$ cat config.mk
export PLATFORM = sky130hd
export DESIGN_NAME = stopwatch_btn_cmd
export DESIGN_NICKNAME = d
export VERILOG_FILES = /design/src/rtl/stopwatch_btn_cmd.sv
export SDC_FILE = /design/constraint.sdc
export NUM_CORES = 1
export LEC_CHECK = 0
export CORE_MARGIN = 1
export CORE_UTILIZATION = 58
export DETAILED_ROUTE_END_ITERATION = 16
export GPL_TIMING_DRIVEN = 1
export HOLD_SLACK_MARGIN = 0.05
export PLACE_DENSITY = 0.8
export SLEW_MARGIN = 5
export SYNTH_ARGS = -nofsm -noshare
export SYNTH_HDL_FRONTEND = slang
export SYNTH_SLANG_ARGS = --single-unit
$ cat constraint.sdc
create_clock -name clk -period 4.45 [get_ports clk]
set_clock_uncertainty 0.2 [all_clocks]
set_input_delay 0.6675 -clock clk [delete_from_list [all_inputs] [get_ports clk]]
set_output_delay 0.6675 -clock clk [all_outputs]
set_load 0.01 [all_outputs]
$ cat src/rtl/stopwatch_btn_cmd.sv
`timescale 1ns/1ps
// Purpose: debounces three raw push-buttons into one-cycle start/stop/reset commands, at most one per cycle.
// Latency: a command is high in the cycle after edge DEBOUNCE_CYCLES+1, where edge 0 is the first edge to sample the new level.
// Backpressure: none; a press that loses arbitration on its accept edge is dropped, not queued.
// Option: define STOPWATCH_LONGPRESS_RESET_EN to raise one reset after stop is held LONG_CYCLES edges.
module stopwatch_btn_cmd #(
  parameter int unsigned DEBOUNCE_CYCLES = 16,
  parameter int unsigned LONG_CYCLES     = 64
) (
  input  logic clk,
  input  logic rst_n,
  input  logic btn_start,
  input  logic btn_stop,
  input  logic btn_reset,
  output logic start,
  output logic stop,
  output logic reset
);

  localparam int unsigned   CW       = $clog2(DEBOUNCE_CYCLES);
  localparam logic [CW-1:0] CNT_MAX  = CW'(DEBOUNCE_CYCLES - 1);
  localparam int            CH_START = 0;
  localparam int            CH_STOP  = 1;
  localparam int            CH_RESET = 2;

  // Reject parameter values the counters cannot represent.
  if (DEBOUNCE_CYCLES < 2 || DEBOUNCE_CYCLES > 65535) begin : g_bad_debounce
    $error("DEBOUNCE_CYCLES must be in 2..65535");
  end
  if (LONG_CYCLES == 0) begin : g_bad_long
    $error("LONG_CYCLES must be at least 1");
  end

  // Per-channel state, bit/element index = CH_* above.
  logic [2:0]    btn_raw;
  logic [2:0]    s1_q, s1_d;
  logic [2:0]    s2_q, s2_d;
  logic [2:0]    lvl_q, lvl_d;
  logic [CW-1:0] cnt_q [3];
  logic [CW-1:0] cnt_d [3];
  logic [2:0]    press_evt;

  logic          long_evt;
  logic          reset_evt;
  logic          start_q, start_d;
  logic          stop_q, stop_d;
  logic          reset_q, reset_d;

  assign btn_raw = {btn_reset, btn_stop, btn_start};

  // Synchronize each button and debounce it against its accepted level.
  always_comb begin
    s1_d      = btn_raw;
    s2_d      = s1_q;
    lvl_d     = lvl_q;
    press_evt = '0;
    for (int i = 0; i < 3; i++) begin
      cnt_d[i] = cnt_q[i];
      if (s2_q[i] == lvl_q[i]) begin
        cnt_d[i] = '0;
      end else if (cnt_q[i] == CNT_MAX) begin
        // Accept edge: only a 0->1 acceptance counts as a press.
        lvl_d[i]     = s2_q[i];
        cnt_d[i]     = '0;
        press_evt[i] = s2_q[i];
      end else begin
        cnt_d[i] = cnt_q[i] + CW'(1);
      end
    end
  end

  // Channel registers.
  always_ff @(posedge clk or negedge rst_n) begin
    if (!rst_n) begin
      s1_q  <= '0;
      s2_q  <= '0;
      lvl_q <= '0;
      for (int i = 0; i < 3; i++) begin
        cnt_q[i] <= '0;
      end
    end else begin
      s1_q  <= s1_d;
      s2_q  <= s2_d;
      lvl_q <= lvl_d;
      for (int i = 0; i < 3; i++) begin
        cnt_q[i] <= cnt_d[i];
      end
    end
  end

`ifdef STOPWATCH_LONGPRESS_RESET_EN
  localparam int unsigned   HW       = $clog2(LONG_CYCLES + 1);
  localparam logic [HW-1:0] HOLD_MAX = HW'(LONG_CYCLES);

  logic [HW-1:0] hold_q, hold_d;

  // Count edges with stop accepted high; fire once on reaching LONG_CYCLES, then hold saturated.
  always_comb begin
    hold_d   = hold_q;
    long_evt = 1'b0;
    if (!lvl_q[CH_STOP]) begin
      hold_d = '0;
    end else if (hold_q != HOLD_MAX) begin
      hold_d   = hold_q + HW'(1);
      long_evt = (hold_d == HOLD_MAX);
    end
  end

  // Hold counter register.
  always_ff @(posedge clk or negedge rst_n) begin
    if (!rst_n) begin
      hold_q <= '0;
    end else begin
      hold_q <= hold_d;
    end
  end
`else
  assign long_evt = 1'b0;
`endif

  // Arbitrate same-edge events: reset beats stop beats start.
  always_comb begin
    reset_evt = press_evt[CH_RESET] | long_evt;
    reset_d   = reset_evt;
    stop_d    = !reset_evt && press_evt[CH_STOP];
    start_d   = !reset_evt && !press_evt[CH_STOP] && press_evt[CH_START];
  end

  // Registered single-cycle command outputs.
  always_ff @(posedge clk or negedge rst_n) begin
    if (!rst_n) begin
      start_q <= 1'b0;
      stop_q  <= 1'b0;
      reset_q <= 1'b0;
    end else begin
      start_q <= start_d;
      stop_q  <= stop_d;
      reset_q <= reset_d;
    end
  end

  assign start = start_q;
  assign stop  = stop_q;
  assign reset = reset_q;

endmodule

After elaboration in Yosys (flattened, before gate mapping)

Cells that the tools add are included.

Add/sub/neg operators: 3
Multipliers: 0
Div/mod/pow operators: 0
Magnitude comparators: 0
Equal/unequal tests: 6
Shift operators: 0
Muxes and demuxes: 12
Bitwise gates (word level): 3
Reductions and logical operators: 8

Operators by type and width:

| cell                  | number |
|---|---|
| $mux W4               | 6 |
| $add A4 B1 Y4 const B | 3 |
| $eq A4 B4 Y1 const B  | 3 |
| $mux W1               | 6 |
| $reduce_and A2 Y1     | 3 |
| $eq A1 B1 Y1          | 3 |
| $logic_and A1 B1 Y1   | 3 |
| $not A1 Y1            | 3 |
| $logic_not A1 Y1      | 2 |

Flip-flop bits (word level): 24
Bits in latches: 0
Memory bits (writable): 0
ROM bits: 0
Input port bits: 5
Word-level logic and storage cells: 43
Memories kept: 0

Longest topological paths before layout

Gate-level depths: netlist of the first run.

Depth after elaboration: 6
Mapped depth: 4

Worst setup path after synthesis of the first run

Ideal clock, no wire load.

Path kind: register -> register
From: register cnt_q[8] (netlist bit)
To: register lvl_q[0]
Library setup time: 125 ps
Arrival: 1,068 ps
Data required time: 4,125 ps
Path slack: 3,057 ps
Stages on the path, launching flop included: 4
Buffers on the path: 0
Cells stage by stage: dfrtp_1 ha_1 and3_1 mux2_2

Word-level cells in the longest chain between the ends: 2

RTL lines:

| what                              | RTL line | text |
|---|---|---|
| from (decl)                       | 39       | `logic [CW-1:0] cnt_q [3];` |
| from (signal, indexed assignment) | 86       | `cnt_q[i] <= cnt_d[i];` |
| $eq A4 B4 Y1                      | 61       | `end else if (cnt_q[i] == CNT_MAX) begin` |
| $reduce_and A2 Y1 (no line)       | --       |  |
| to (signal assigned)              | 84       | `lvl_q <= lvl_d;` |
| to (decl)                         | 38       | `logic [2:0] lvl_q, lvl_d;` |

Every way passes these cells.
A chain may end at the register's enable or synchronous reset.

Final worst setup path of the first run

From: register stop_q (netlist: stop)
To: output port stop

RTL lines:

| what                   | RTL line | text |
|---|---|---|
| from (decl)            | 46       | `logic stop_q, stop_d;` |
| from (signal assigned) | 137      | `stop_q <= stop_d;` |
| to (decl)              | 16       | `output logic stop,` |

No word-level cell between the ends.

==> results of run 1 <==
## cells by family after synthesis
family,after synthesis,synth area share (%)
DFF,24,64.4
buffers and inverters,2,0.806
and+or+nand+nor,18,14.9
AOI/OAI and AO/OA,10,6.58
adders and majority gates,3,4.03
xor gates and xnor gates,6,5.64
muxes,3,3.62
## sequential cells by signal (all words and copies together) (netlist names)
signal,flops
cnt_q,12
lvl_q,3
s1_q,3
s2_q,3
reset,1
start,1
stop,1
## final timing paths
| path | start | end | cells past startpoint | slack [ns] |
|---|---|---|---|---|
| min in group asynchronous | rst_n | reset | 1 | 0.71 |
| max in group asynchronous | rst_n | cnt_q[2] | 1 | 2.73 |
| worst max-delay path | stop | stop | 1 | 2.40 |
| worst max register to register | cnt_q[8] | lvl_q[0] | 3 | 2.91 |
| worst min register to register | s1_q[1] | s2_q[1] | 0 | 0.16 |
| worst min-delay path | s1_q[1] | s2_q[1] | 0 | 0.16 |
## power by group through the flow
| stage | clock network [µW] | registers (µW) | logic, µW |
|---|---|---|---|
| 4_1_cts | 155 | 237 | 24.9 |
| 3_3_place_gp | 0 | 240 | 23.0 |
| 3_5_place_dp | 0 | 241 | 24.6 |
| 6_report | 152 | 236 | 24.2 |
| 5_1_grt | 163 | 238 | 27.8 |
| 2_1_floorplan | 0 | 238 | 14.1 |
## final cells by class
type	count	share of cell area [%]
tap	16	1.86
multi-input combinational	40	30.2
clock buffer	3	2.10
clock inverter	1	2.79
inverter	2	0.698
sequential	24	55.9
timing repair buffer	7	6.52
## stage by stage
stage / hold slack, ns / worst slack [ns] / util (%) / power [µW]
6_report: 0.163 / 2.40 / 71.3 / 412
5_1_grt: 0.185 / 2.35 / 71.3 / 429
4_1_cts: 0.166 / 2.39 / 71.3 / 417
3_5_place_dp: 0.136 / 2.32 / 67.9 / 265
3_3_place_gp: 0.132 / 2.34 / 67.9 / 263
2_1_floorplan: 0.131 / 3.06 / - / 252
## layout by cell type (no fill, tap or decap), drive strengths merged
cell | netlist | routed
a21o | 1 | 1
a21oi | 4 | 4
a311oi | 2 | 2
a31oi | 1 | 1
and3 | 1 | 1
bufinv | 0 | 1
clkbuf | 0 | 3
clkdlybuf4s50 | 0 | 7
dfrtp | 24 | 24
ha | 3 | 3
inv | 2 | 2
mux2 | 3 | 3
nand3 | 2 | 2
nand3b | 1 | 1
nand4b | 2 | 2
nor2 | 3 | 3
nor2b | 4 | 4
nor3 | 2 | 2
nor3b | 3 | 3
o21ai | 2 | 2
xnor2 | 6 | 6
## routing by layer
layer / up-vias / part of all wire, % / global-route usage [%]
met3: 2 / 2.9 / 3.88
met1: 255 / 43 / 24.5
met2: 9 / 53 / 33.8
li1: 256 / - / -
met5: - / 0 / 0
met4: 0 / 0.88 / 5.63
==> flow_summary_export.csv, run 1 <==
group,metric,value,unit
outcome,status,"complete, no violations",
floorplanning,die_y,42.1,µm
setup_path,worstSetupPathType,"register to output port",
synth,synth_async_sr_flop_share,100,%
power_and_ir_drop,clockPowerShare,36.8,%
cts,cts_setup_buffers,0,
power_and_ir_drop,p_int,331,µW
synth,ys_types,21,
run,cap_violations,0,
routing,vias,522,
place,place_inst,89,
power_and_ir_drop,p_sw,81.6,µW
sta,min_period,2.05,ns
global_routing,gr-total-overflow,0,
global_routing,grt_max_degree,25,
synth,yosysMostFrequentCell,"dfrtp_1",
synth,syn_nets,74,
synth,synthTopCellsByCount,"24 x dfrtp_1, 6 x xnor2_1, 4 x a21oi_1",
synth,netlist_area,932,µm²
synth,yosysWarnings,0,
cts,cts.clk_slew.worst_paths,0.13,ns
cts,cts_max_level,1,
power_and_ir_drop,swShare,19.8,%
cts,clock-sinks,24,
synth,ys.flop_type,"dfrtp_1",
floorplanning,rows,14,
floorplanning,coreArea,0.00151,mm²
synth,yosysTopAreaCell,"dfrtp_1",
power_and_ir_drop,seq_power_share,57.3,%
setup_path,start_kind,"register",
floorplanning,initial_core_util,61.9,%
synth,syn_inst,66,
setup_path,critical-path-top-delay-family,"buffers and inverters",
synth,netlist_top_cells_area,"dfrtp_1 64%, xnor2_1 5.6%, ha_1 4.0%",
routing,drt.antenna.violating_nets,0,
setup_path,worst_ep_required_time,3.58,ns
cts,cts_made_buffers,3,
floorplanning,die-width,42.1,µm
finish,nNetsFinal,86,
cts,clk_path_buf_depth,2,
routing,viasPerCell,5.61,
min_path,hp-class,"register to register",
synth,avgSynthCellArea,14.1,µm²
sta,hold_violations,0,
power_and_ir_drop,p_comb_share,5.9,%
cts,cts_root_buf,"clkbuf_4",
sta,slew_headroom,31.7,%
sta,tightestPinTransition,1.02,ns
synth,synth_seq_cells,24,
routing,wl_per_cell,14.7,µm
floorplanning,die-area,0.00177,mm²
global_routing,grt_usage,19.3,%
cts,tritoncts,"done",
place,portBuffers,7,
finish,multi_input_area,324,µm²
finish,nFillCells,115,
cts,post_cts_resized,0,
synth,synth.top_cell.area_share,64.4,%
finish,n_antenna_cell,0,
place,gp_congestion,0.706,
cts,hold_buffers,0,
sta,fin_crit_sh,46.1,%
global_routing,first_global_vias,576,
synth,synth_edf_count,0,
sta,tns,0,ns
place,dpl_cell_area,0.00102,mm²
sta,slew_violations,0,
setup_path,cp_max_fo,1,
global_routing,grt_pass1_wl,2.50,mm
power_and_ir_drop,peakVddDrop,0.000395,V
routing,totalWireLength,1.37,mm
setup_path,endpoint_kind,"output port",
power_and_ir_drop,power_density,384,mW/mm²
synth,synth.yosys.seq_area_share,64.4,%
routing,route.detailed.drc,0,
floorplanning,io_pins,8,
finish,finalInstanceArea,0.00107,mm²
setup_path,crit_buf_inv,1,
power_and_ir_drop,total_leakage_power,0.000474,µW
place,dp.final_hpwl,1.01,mm
setup_path,slowest_delay,0.53,ns
setup_path,critPathArrivalTime,1.18,ns
finish,drive_gt1_share,15.6,%
sta,max_freq,0.487,GHz
sta,rsz0062_at_grt,"false",
routing,initialDrtViolationCount,4,
finish,syn_to_final_growth,15.3,%
routing,drt_first_pass_iters,2,
setup_path,cp_cell_sequence,"clkdlybuf4s50_1",
cts,clk_latency,0.31,ns
finish,stdcell_count,93,
sta,final-setup-viol-count,0,
global_routing,antenna_found_initial,0,
finish,seqCellArea,601,µm²
setup_path,crit_slowest_cell,"clkdlybuf4s50_1",
Note: power is estimated with default switching activity, not from simulation.
==> inputs of run 2 (changes only) <==
--- a/config.mk
+++ b/config.mk
@@ -6,11 +6,11 @@
 export NUM_CORES = 1
 export LEC_CHECK = 0
 export CORE_MARGIN = 1
-export CORE_UTILIZATION = 58
+export CORE_UTILIZATION = 48
 export DETAILED_ROUTE_END_ITERATION = 16
 export GPL_TIMING_DRIVEN = 1
 export HOLD_SLACK_MARGIN = 0.05
-export PLACE_DENSITY = 0.8
+export PLACE_DENSITY = 0.71
 export SLEW_MARGIN = 5
 export SYNTH_ARGS = -nofsm -noshare
 export SYNTH_HDL_FRONTEND = slang
==> constraint.sdc (replaced) <==
create_clock -name clk -period 1.8 [get_ports clk]
set_clock_uncertainty 0.2 [all_clocks]
set_input_delay 0.27 -clock clk [delete_from_list [all_inputs] [get_ports clk]]
set_output_delay 0.27 -clock clk [all_outputs]
set_load 0.01 [all_outputs]
==> flow_summary_export.csv, run 2 (synthesis gave the netlist of run 1 again) <==
group,metric,value,unit
outcome,status,"complete, no violations",
setup_path,cp_cell_sequence,"clkdlybuf4s50_1",
setup_path,start_kind,"register",
cts,clock-sinks,24,
routing,drt.antenna.violating_nets,0,
sta,finalWorstSetupSlack,0.175,ns
setup_path,crit_slowest_cell,"clkdlybuf4s50_1",
setup_path,worstSetupPathType,"register to output port",
cts,cts_root_buf,"clkbuf_4",
sta,max_freq,0.615,GHz
setup_path,crit_buf_inv,1,
global_routing,grt_max_degree,25,
power_and_ir_drop,total_leakage_power,0.000472,µW
cts,clk_latency,0.29,ns
global_routing,grtUsageMet1,15.6,%
floorplanning,coreArea,0.00176,mm²
global_routing,grtUsageMet3,2.35,%
routing,vias,514,
sta,rsz0062_at_grt,"false",
sta,tns,0,ns
floorplanning,die-width,46.1,µm
cts,cts.clk_slew.worst_paths,0.12,ns
routing,initialDrtViolationCount,3,
finish,nNetsFinal,87,
setup_path,worst_ep_required_time,1.33,ns
finish,most-common-layout-cells,"24 x dfrtp_1, 7 x clkdlybuf4s50_1, 6 x xnor2_1",
finish,n_antenna_cell,0,
finish,drive_gt1_share,16.7,%
finish,multi_input_area,324,µm²
cts,cts_made_buffers,3,
cts,hold_buffers,0,
sta,hold_violations,0,
cts,tritoncts,"done",
cts,cts_max_level,1,
routing,drt_first_pass_iters,4,
sta,min_period,1.63,ns
setup_path,worst_r2r_path_depth,3,
sta,fin_crit_sh,90.3,%
setup_path,critPathArrivalTime,1.16,ns
finish,final_common_cell,"dfrtp_1",
min_path,hp-class,"primary input to asynchronous set/reset pin",
global_routing,grt_usage,12.4,%
sta,tightestPinTransition,0.357,ns
global_routing,antenna_found_initial,0,
setup_path,r2r_start,"cnt_q[8]",
place,portBuffers,7,
place,dp.final_hpwl,837,µm
routing,route.detailed.drc,0,
floorplanning,die_y,46.1,µm
sta,slew_headroom,76.0,%
place,gp_congestion,0.717,
place,place_inst,99,
floorplanning,die-area,0.00212,mm²
finish,nFillCells,142,
setup_path,regToRegEndpoint,"lvl_q[0]",
global_routing,first_global_vias,468,
finish,utilization,61.1,%
sta,final-setup-viol-count,0,
sta,slew_violations,0,
floorplanning,io_pins,8,
run,cap_violations,0,
cts,cts_setup_buffers,0,
power_and_ir_drop,power_density,840,mW/mm²
global_routing,grt_pass1_wl,1.84,mm
routing,viasPerCell,4.99,
finish,seqCellArea,601,µm²
sta,whs,0.113,ns
global_routing,gr-total-overflow,0,
setup_path,endpoint_kind,"output port",
global_routing,top_usage_layer,"met2",
floorplanning,rows,15,
setup_path,slowest_delay,0.52,ns
setup_path,regToRegSetupSlack,0.33,ns
setup_path,cp_max_fo,1,
power_and_ir_drop,peakVddDrop,0.000457,V
global_routing,grtUsageMet2,20.0,%
routing,wl_per_cell,10.8,µm
routing,totalWireLength,1.11,mm
finish,largest_register_ffs,12,
setup_path,critical-path-top-delay-family,"buffers and inverters",
finish,stdcell_count,103,
finish,syn_to_final_growth,15.6,%
finish,top_register,"cnt_q",
place,dp_slack,0.345,ns
cts,post_cts_resized,0,
cts,clk_path_buf_depth,2,
floorplanning,initial_core_util,52.8,%
## run 2: cell types whose count changed in the layout (fill, tap and decap cells not counted), sizes merged
cell,previous run,this run
clkbuf,3,4
buf,0,1
bufinv,1,0
## run 2: where the power goes
group	internal, µW	switching, µW	total [µW]
clock	123	140	264
combinational	31.6	27.5	59.1
sequential	562	20.4	583
total	717	188	905
## run 2: worst max-delay path by stage
| stage | cells after the start | to | slack (ns) | start |
|---|---|---|---|---|
| finish | 1 | stop | 0.17 | stop |
| global route | 1 | stop | 0.10 | stop |
| CTS | 1 | stop | 0.15 | stop |
| detailed placement | 3 | lvl_q[0] | 0.35 | cnt_q[8] |
| global placement | 3 | lvl_q[0] | 0.38 | cnt_q[8] |
| floorplan | 3 | lvl_q[0] | 0.41 | cnt_q[8] |
## run 2: metal layers
metal  part of all wire, %  wire, µm
met1                    46       507
met2                    51       561
met3                   2.5        28
met4                   1.2        13
met5                     0         0
## run 2: final cells by class
| class | count | area share, % |
|---|---|---|
| tap | 25 | 2.90 |
| sequential | 24 | 55.7 |
| timing repair buffer | 8 | 7.20 |
| clock buffer | 4 | 3.37 |
| inverter | 2 | 0.697 |
| multi-input combinational | 40 | 30.1 |
## run 2: per-stage QoR
step	instance area (µm²)	power [µW]
6_report	1080	905
2_1_floorplan	932	624
4_1_cts	1080	919
3_5_place_dp	1040	654
3_3_place_gp	1040	651
5_1_grt	1080	953
==> inputs of run 3 (changes only) <==
--- a/config.mk
+++ b/config.mk
@@ -6,11 +6,11 @@
 export NUM_CORES = 1
 export LEC_CHECK = 0
 export CORE_MARGIN = 1
-export CORE_UTILIZATION = 48
+export CORE_UTILIZATION = 25
 export DETAILED_ROUTE_END_ITERATION = 16
 export GPL_TIMING_DRIVEN = 1
 export HOLD_SLACK_MARGIN = 0.05
-export PLACE_DENSITY = 0.71
+export PLACE_DENSITY = 0.42
 export SLEW_MARGIN = 5
 export SYNTH_ARGS = -nofsm -noshare
 export SYNTH_HDL_FRONTEND = slang
==> flow_summary_export.csv, run 3 (synthesis gave the netlist of run 1 again) <==
group,metric,value,unit
finish,n_antenna_cell,0,
place,gp_congestion,0.729,
floorplanning,die-area,0.00398,mm²
place,dpl_cell_area,0.00107,mm²
cts,cts_made_buffers,3,
setup_path,cp_max_fo,1,
sta,tns,0,ns
finish,drive_gt1_share,16.7,%
sta,rsz0062_at_grt,"false",
cts,cts_root_buf,"clkbuf_8",
routing,initialDrtViolationCount,18,
power_and_ir_drop,peakVddDrop,0.000458,V
floorplanning,die-width,63.1,µm
global_routing,grt_pass1_wl,2.44,mm
min_path,holdPathEnd,"s2_q[2]",
finish,nNetsFinal,87,
global_routing,grt_max_degree,25,
routing,viasPerCell,4.26,
setup_path,cp.depth,1,
sta,fin_crit_sh,88.0,%
setup_path,cp_cell_sequence,"clkdlybuf4s50_1",
finish,final_common_cell,"dfrtp_1",
finish,finalInstanceArea,0.00112,mm²
global_routing,first_global_vias,544,
cts,cts_max_level,1,
min_path,hp-start,"s1_q[2]",
sta,max_freq,0.631,GHz
floorplanning,initial_core_util,27.1,%
cts,clk_latency,0.26,ns
min_path,hp-class,"register to register",
routing,totalWireLength,1.35,mm
cts,post_cts_resized,0,
routing,route.detailed.drc,0,
setup_path,start_kind,"register",
setup_path,regToRegSetupSlack,0.33,ns
floorplanning,die_y,63.1,µm
setup_path,crit_buf_inv,1,
finish,top_register,"cnt_q",
sta,tightestPinTransition,0.385,ns
setup_path,worstSetupPathType,"register to output port",
finish,largest_register_ffs,12,
routing,wl_per_cell,10.9,µm
sta,final-setup-viol-count,0,
floorplanning,io_pins,8,
sta,slew_violations,0,
routing,vias,528,
sta,slew_headroom,74.1,%
global_routing,grt_usage,8.16,%
run,cap_violations,0,
setup_path,regToRegEndpoint,"lvl_q[0]",
power_and_ir_drop,power_density,892,mW/mm²
sta,min_period,1.58,ns
outcome,status,"complete, no violations",
place,portBuffers,7,
place,dp.final_hpwl,930,µm
min_path,hold_depth,0,
cts,clock-sinks,24,
cts,cts_setup_buffers,0,
setup_path,critPathArrivalTime,1.11,ns
global_routing,gr-total-overflow,0,
setup_path,worst_ep_required_time,1.33,ns
floorplanning,rows,21,
setup_path,endpoint_kind,"output port",
finish,syn_to_final_growth,20.4,%
setup_path,slowest_delay,0.52,ns
cts,clk_path_buf_depth,2,
setup_path,critical-path-top-delay-family,"buffers and inverters",
power_and_ir_drop,total_leakage_power,0.000480,µW
global_routing,antenna_found_initial,0,
finish,most-common-layout-cells,"24 x dfrtp_1, 7 x clkdlybuf4s50_1, 6 x xnor2_1",
routing,drt_first_pass_iters,4,
floorplanning,coreArea,0.00344,mm²
cts,hold_buffers,0,
setup_path,crit_slowest_cell,"clkdlybuf4s50_1",
sta,hold_violations,0,
cts,cts.clk_slew.worst_paths,0.08,ns
cts,tritoncts,"done",
routing,drt.antenna.violating_nets,0,
setup_path,r2r_start,"cnt_q[8]",
setup_path,critPathLaunch,"start",
setup_path,worst_r2r_path_depth,3,
==> run 3: where the power goes <==
part | total [µW] | switching [µW] | leakage (µW) | internal, µW
clock | 357 | 162 | 0.0000288 | 195
combinational | 60.7 | 28.8 | 0.000137 | 31.9
sequential | 583 | 21.0 | 0.000314 | 562
total | 1000 | 212 | 0.000480 | 789
==> run 3: per-layer routing <==
| metal | vias up | wire, µm | share of wire, % | global-route usage [%] |
|---|---|---|---|---|
| met5 | - | 0 | 0 | 0 |
| met4 | 0 | 15 | 1.1 | 3.49 |
| met3 | 2 | 56 | 4.2 | 3.26 |
| met2 | 11 | 590 | 44 | 12.2 |
| met1 | 259 | 685 | 51 | 10.3 |
| li1 | 256 | - | - | - |
==> run 3: cell type report <==
type	count	area (µm²)
Clock buffer	4	55.1
Fill cell	340	2320
Inverter	2	7.51
Multi-Input combinational cell	40	324
Sequential cell	24	601
Tap cell	46	57.6
Timing Repair Buffer	8	77.6
==> run 3: how the worst max path moves through the flow <==
stage                    end  slack [ns]
floorplan           lvl_q[0]        0.41
global placement    lvl_q[2]        0.35
detailed placement  lvl_q[0]        0.33
CTS                    start        0.20
global route           start        0.17
finish                 start        0.22
==> run 3: stage by stage <==
| step | util [%] | hold WS [ns] | instances | setup slack (ns) | total power [µW] |
|---|---|---|---|---|---|
| floorplan | - | -0.226 | 66 | 0.407 | 624 |
| global placement | 31.0 | 0.136 | 120 | 0.352 | 655 |
| detailed placement | 31.0 | 0.138 | 120 | 0.335 | 655 |
| CTS | 32.6 | 0.158 | 124 | 0.196 | 1020 |
| global route | 32.6 | 0.162 | 124 | 0.165 | 1050 |
| finish | 32.6 | 0.153 | 124 | 0.216 | 1000 |
